`config.mk`:
```
export PLATFORM = sky130hd
export DESIGN_NAME = uart_tx_fifo
export DESIGN_NICKNAME = d
export VERILOG_FILES = /design/src/rtl/uart_pkg.sv /design/src/rtl/uart_baud_gen.sv /design/src/rtl/uart_tx_fifo.sv
export SDC_FILE = /design/constraint.sdc
export NUM_CORES = 1
export LEC_CHECK = 0
export CAP_MARGIN = 40
export CORE_MARGIN = 2
export CORE_UTILIZATION = 43
export DETAILED_ROUTE_END_ITERATION = 12
export DONT_BUFFER_PORTS = 1
export GPL_TIMING_DRIVEN = 0
export SLEW_MARGIN = 20
export SYNTH_ARGS = -nofsm -noshare
export SYNTH_HDL_FRONTEND = slang
export SYNTH_SLANG_ARGS = --single-unit
```
`constraint.sdc`:
```
create_clock -name clk -period 3.4 [get_ports clk]
set_input_delay 0.17 -clock clk [delete_from_list [all_inputs] [get_ports clk]]
set_output_delay 0.17 -clock clk [all_outputs]
set_load 0.03 [all_outputs]
```
`src/rtl/uart_pkg.sv`:
```
// Shared UART definitions: oversampling ratio, baud divider helper and transmitter state encoding.
package uart_pkg;

    localparam int OVERSAMPLE = 16;

    typedef enum logic [2:0] {
        IDLE,
        START,
        DATA,
        PARITY,
        STOP
    } tx_state_t;

    function automatic int baud_div(input int clk_hz, input int baud);
        return clk_hz / (baud * OVERSAMPLE);
    endfunction

endpackage

```
`src/rtl/uart_baud_gen.sv`:
```
// Bit-time generator: BAUD_DIV prescaler feeding a 16-tick oversample counter; bit_tick pulses
// for one clock at the end of every bit time. clear restarts the bit time from zero.
module uart_baud_gen
    import uart_pkg::*;
#(
    parameter int BAUD_DIV = 325
) (
    input  logic clk,
    input  logic reset,
    input  logic clear,
    output logic bit_tick
);

    localparam int DIV_W = $clog2(BAUD_DIV + 1);
    localparam int OVS_W = $clog2(OVERSAMPLE);
    localparam logic [DIV_W-1:0] DIV_LAST = DIV_W'(BAUD_DIV - 1);
    localparam logic [OVS_W-1:0] OVS_LAST = OVS_W'(OVERSAMPLE - 1);

    logic [DIV_W-1:0] div_cnt;
    logic [OVS_W-1:0] ovs_cnt;
    logic             os_tick;

    assign os_tick  = (div_cnt == DIV_LAST);
    assign bit_tick = os_tick && (ovs_cnt == OVS_LAST);

    always_ff @(posedge clk or negedge reset) begin
        if (!reset) begin
            div_cnt <= '0;
            ovs_cnt <= '0;
        end else if (clear) begin
            div_cnt <= '0;
            ovs_cnt <= '0;
        end else if (os_tick) begin
            div_cnt <= '0;
            ovs_cnt <= (ovs_cnt == OVS_LAST) ? '0 : ovs_cnt + 1'b1;
        end else begin
            div_cnt <= div_cnt + 1'b1;
        end
    end

endmodule

```
`src/rtl/uart_tx_fifo.sv`:
```
// Buffered UART transmitter: valid/ready byte FIFO feeding an 8N1 serialiser (LSB first).
// Define UART_TX_PARITY_EN to insert an even parity bit before the stop bit (8E1).
module uart_tx_fifo
    import uart_pkg::*;
#(
    parameter int CLK_FREQ   = 50_000_000,
    parameter int BAUD_RATE  = 9600,
    parameter int FIFO_DEPTH = 4
) (
    input  logic                          clk,
    input  logic                          reset,
    input  logic [7:0]                    tx_data,
    input  logic                          tx_valid,
    output logic                          tx_ready,
    output logic                          tx,
    output logic                          tx_busy,
    output logic [$clog2(FIFO_DEPTH):0]   fifo_count
);

    localparam int PTR_W    = $clog2(FIFO_DEPTH);
    localparam int CNT_W    = PTR_W + 1;
    localparam int BAUD_DIV = baud_div(CLK_FREQ, BAUD_RATE);
    localparam logic [CNT_W-1:0] CNT_FULL = CNT_W'(FIFO_DEPTH);

    logic [7:0]       mem [FIFO_DEPTH];
    logic [PTR_W-1:0] wr_ptr;
    logic [PTR_W-1:0] rd_ptr;
    logic             fifo_empty;
    logic             push;
    logic             pop;
    logic             baud_clear;
    logic             bit_tick;

    tx_state_t        state;
    logic [7:0]       shift;
    logic [2:0]       bit_idx;
`ifdef UART_TX_PARITY_EN
    logic             parity_bit;
`endif

    // Handshake depends only on registered occupancy, never on this cycle's pop.
    assign fifo_empty = (fifo_count == '0);
    assign tx_ready   = (fifo_count != CNT_FULL);
    assign push       = tx_valid && tx_ready;
    assign pop        = !fifo_empty && ((state == IDLE) || ((state == STOP) && bit_tick));
    assign baud_clear = pop && (state == IDLE);
    assign tx_busy    = (state != IDLE) || !fifo_empty;

    uart_baud_gen #(
        .BAUD_DIV (BAUD_DIV)
    ) u_baud_gen (
        .clk      (clk),
        .reset    (reset),
        .clear    (baud_clear),
        .bit_tick (bit_tick)
    );

    always_ff @(posedge clk) begin
        if (push) begin
            mem[wr_ptr] <= tx_data;
        end
    end

    always_ff @(posedge clk or negedge reset) begin
        if (!reset) begin
            wr_ptr     <= '0;
            rd_ptr     <= '0;
            fifo_count <= '0;
        end else begin
            if (push) begin
                wr_ptr <= wr_ptr + 1'b1;
            end
            if (pop) begin
                rd_ptr <= rd_ptr + 1'b1;
            end
            case ({push, pop})
                2'b10:   fifo_count <= fifo_count + 1'b1;
                2'b01:   fifo_count <= fifo_count - 1'b1;
                default: fifo_count <= fifo_count;
            endcase
        end
    end

    // tx is registered from the current state, so the line trails the FSM by one clock.
    always_ff @(posedge clk or negedge reset) begin
        if (!reset) begin
            state   <= IDLE;
            shift   <= '0;
            bit_idx <= '0;
            tx      <= 1'b1;
`ifdef UART_TX_PARITY_EN
            parity_bit <= 1'b0;
`endif
        end else begin
            case (state)
                IDLE: begin
                    if (pop) begin
                        shift <= mem[rd_ptr];
`ifdef UART_TX_PARITY_EN
                        parity_bit <= ^mem[rd_ptr];
`endif
                        state <= START;
                    end
                end
                START: begin
                    if (bit_tick) begin
                        bit_idx <= '0;
                        state   <= DATA;
                    end
                end
                DATA: begin
                    if (bit_tick) begin
                        shift   <= {1'b0, shift[7:1]};
                        bit_idx <= bit_idx + 1'b1;
                        if (bit_idx == 3'd7) begin
`ifdef UART_TX_PARITY_EN
                            state <= PARITY;
`else
                            state <= STOP;
`endif
                        end
                    end
                end
                PARITY: begin
                    if (bit_tick) begin
                        state <= STOP;
                    end
                end
                STOP: begin
                    if (bit_tick) begin
                        if (pop) begin
                            shift <= mem[rd_ptr];
`ifdef UART_TX_PARITY_EN
                            parity_bit <= ^mem[rd_ptr];
`endif
                            state <= START;
                        end else begin
                            state <= IDLE;
                        end
                    end
                end
                default: state <= IDLE;
            endcase

            case (state)
                START:   tx <= 1'b0;
                DATA:    tx <= shift[0];
`ifdef UART_TX_PARITY_EN
                PARITY:  tx <= parity_bit;
`endif
                default: tx <= 1'b1;
            endcase
        end
    end

endmodule

```
==> metrics.cfg <==
[hold_path]
holdPathEnd=wr_ptr[0]
hold_depth=2
min_from=tx_valid
hp-class=input port to flip-flop

[global_route]
gr-usage-all-layers_pct=15.8
grt.overflow.total=0
grt_pass1_vias=1904
grt_pass1_wl_mm=9.18
antenna_found_initial=0
grt_start_max_net_pins=36

[logic_synthesis]
synth_edf_count=32
seq_area_frac_synth_pct=61.0
async_flop_share_pct=52.2
yosys_warnings=0
synth_compound_area_share_pct=7.72
avgSynthCellArea_um2=13.2
synth_top_family_by_area=simple AND/OR/NAND/NOR gates
yosys_register_bits=67
synth-main-ff-cell=dfrtp_1
yosysUniqueCellTypes=48
syn_area_mm2=0.00302
syn_nets=250
synth_mux_area_share_pct=6.35
synth-xor-area-share_pct=4.36
synthAdderAreaFrac_pct=4.81
synth_cells=228
synth-simple-area-share_pct=12.2

[sta]
finalSetupViolations=0
hold_viol=0
fin_crit_sh_pct=85.8
max_slew_margin_pct=45.0
grt_setup_unrepaired=no
timing.final.ws_setup_ps=483
fmax_ghz=0.343
drv_slew=0
skew_ps=5.93
finalCriticalPeriod_ps=2920
fin_tns_setup_ps=0
worst_pin_slew_ps=818

[route]
ant_nets=0
drt-initial-drc-count=110
finalWirelength_mm=5.38
drc_errors=0
post_drt_wl_per_cell_um=15.3
avgViaCountPerCell=5.16
drt_pre_antenna_iters=4
vias=1816

[clocking]
clk_path_buf_depth=2
clk_pin_slew_ps=70
h-tree-depth=3
cts.sinks=67
cts_root_buffer=clkbuf_8
cts_tree=yes
cts_setup_buffers=0
clk_latency_ps=340
numCtsBuffers=9

[worst_setup_path]
rr_worst_depth=11
cp.required_ps=3660
critPathTopFamily=simple AND/OR/NAND/NOR gates
reg2reg_to=fifo_count[2]
arrival_ps=3180
critPathLaunch=u_baud_gen.div_cnt[4]
cp-end-kind=flip-flop
cpPeakStageDelay_ps=520
r2r_slack_ps=480
r2r_start=u_baud_gen.div_cnt[4]
cp_slowest_cell=or4b_1
worstSetupPathType=flip-flop to flip-flop
path_cells=or4b_1 -> buf_2 -> o31a_1 -> buf_2 -> nor2_2 -> ha_1 -> inv_1 -> fa_1 -> xor2_1 -> nor2_1 -> xor2_1
path_buf_inv=3
cp_max_fo=9
worst_setup_path_start_kind=flip-flop

[layout]
final_cell_mix=dfrtp_1, edfxtp_1, inv_1
final_common_cell=dfrtp_1
drive_above_1_share_pct=14.5
nNetsFinal=273
fill_cells=589
area_growth_pct=15.4
antenna_cells=0

[power_and_ir_drop]
leakage_nw=1.37
peakVddDrop_mv=0.388
power_density_mw_per_mm2=701
power.total_mw=2.44

[status]
status=completed

[placement]
gp_congestion=0.748
port_buffers=0
hpwl_mm=3.55
dpl_worst_slack_ps=500

[floorplan]
die_width_um=87.7
ios=17
design.core.area_mm2=0.00679
dieHeight_um=87.7
start_util_pct=44.4
rows=30
dieArea_mm2=0.00770

[job]
max-cap-violations=0

area by class of cell:
cell class / count / area, um^2 / share of cell area [%]
Buffer: 9 / 43.8 / 1.26
Tap cell: 96 / 120 / 3.45
Clock inverter: 7 / 92.6 / 2.66
Sequential cell: 67 / 1840 / 52.8
Multi-Input combinational cell: 135 / 1070 / 30.8
Clock buffer: 9 / 124 / 3.56
Timing Repair Buffer: 12 / 126 / 3.63
Inverter: 17 / 63.8 / 1.83
repair_timing:
action | CTS | global route
hold endpoints to repair | 67 | 0
gates resized for setup | 0 | 0
hold buffers | 10 | 0
setup endpoints to repair | 0 | 0
state kept, by name, indices dropped and copies added (netlist names):
register and flops:
rd_ptr 2, bit_idx 3, mem 32, tx 1, fifo_count 3, shift 8, state 3, u_baud_gen.div_cnt 9
wr_ptr 2, u_baud_gen.ovs_cnt 4
cell usage after synthesis, types with 2 or more instances:
library cell / count / area share, %
dfrtp_1: 34 / 28
edfxtp_1: 32 / 32
inv_1: 17 / 2.1
nor2_1: 15 / 1.9
a21oi_1: 13 / 2.2
ha_1: 10 / 4.1
nand3_1: 9 / 1.5
mux4_2: 8 / 6.0
xor2_1: 8 / 2.3
nand2_1: 7 / 0.87
o32ai_1: 7 / 2.0
xnor2_1: 7 / 2.0
and3_1: 6 / 1.2
clkbuf_1: 5 / 0.62
nor3_1: 4 / 0.66
o21ai_0: 4 / 0.66
nor2b_1: 3 / 0.62
nor4_1: 3 / 0.62
a22o_1: 2 / 0.58
a32o_1: 2 / 0.66
and2_1: 2 / 0.41
buf_2: 2 / 0.33
nand2b_1: 2 / 0.41
o21ai_1: 2 / 0.33
metal layers:
metal	part of all wire (%)	track usage (%)	vias to the layer above	routed length, um
met5	0	0	-	0
met1	48	21.3	895	2590
met2	47	24.4	23	2540
li1	-	-	889	-
met4	1.7	7.27	0	94
met3	3.0	3.77	9	161
worst max-delay path by stage:
stage	slack [ps]	cells past startpoint	end
after global placement	500	11	fifo_count[2]
after CTS	460	11	fifo_count[2]
after global routing	260	11	fifo_count[2]
after detailed placement	500	11	fifo_count[2]
after floorplan	730	11	fifo_count[2]
final	480	11	fifo_count[2]
metrics by stage:
stage	area, um^2	cells	hold slack [ps]	utilization, %
after global placement	3140	324	-125	46.2
after detailed placement	3150	326	-124	46.4
final	3480	352	103	51.2
after CTS	3480	352	90.5	51.2
after global routing	3480	352	128	51.2
after floorplan	3020	228	-126	-
kinds of logic (layout without fill, tap and decap cells):
logic type               count (synthesis)  in the layout
AO/OA/AOI/OAI                           35             35
XOR/XNOR                                15             15
adder cells (fa/ha/maj)                 11             11
buffers and inverters                   26             54
flip-flops                              67             67
multiplexers                             9              9
AND/OR/NAND/NOR                         65             65
where the power goes:
group          internal (mW)  switching, mW
registers               1.04          0.160
clock network          0.410          0.308
logic                  0.240          0.276
Power figures use the tool's default switching activity.
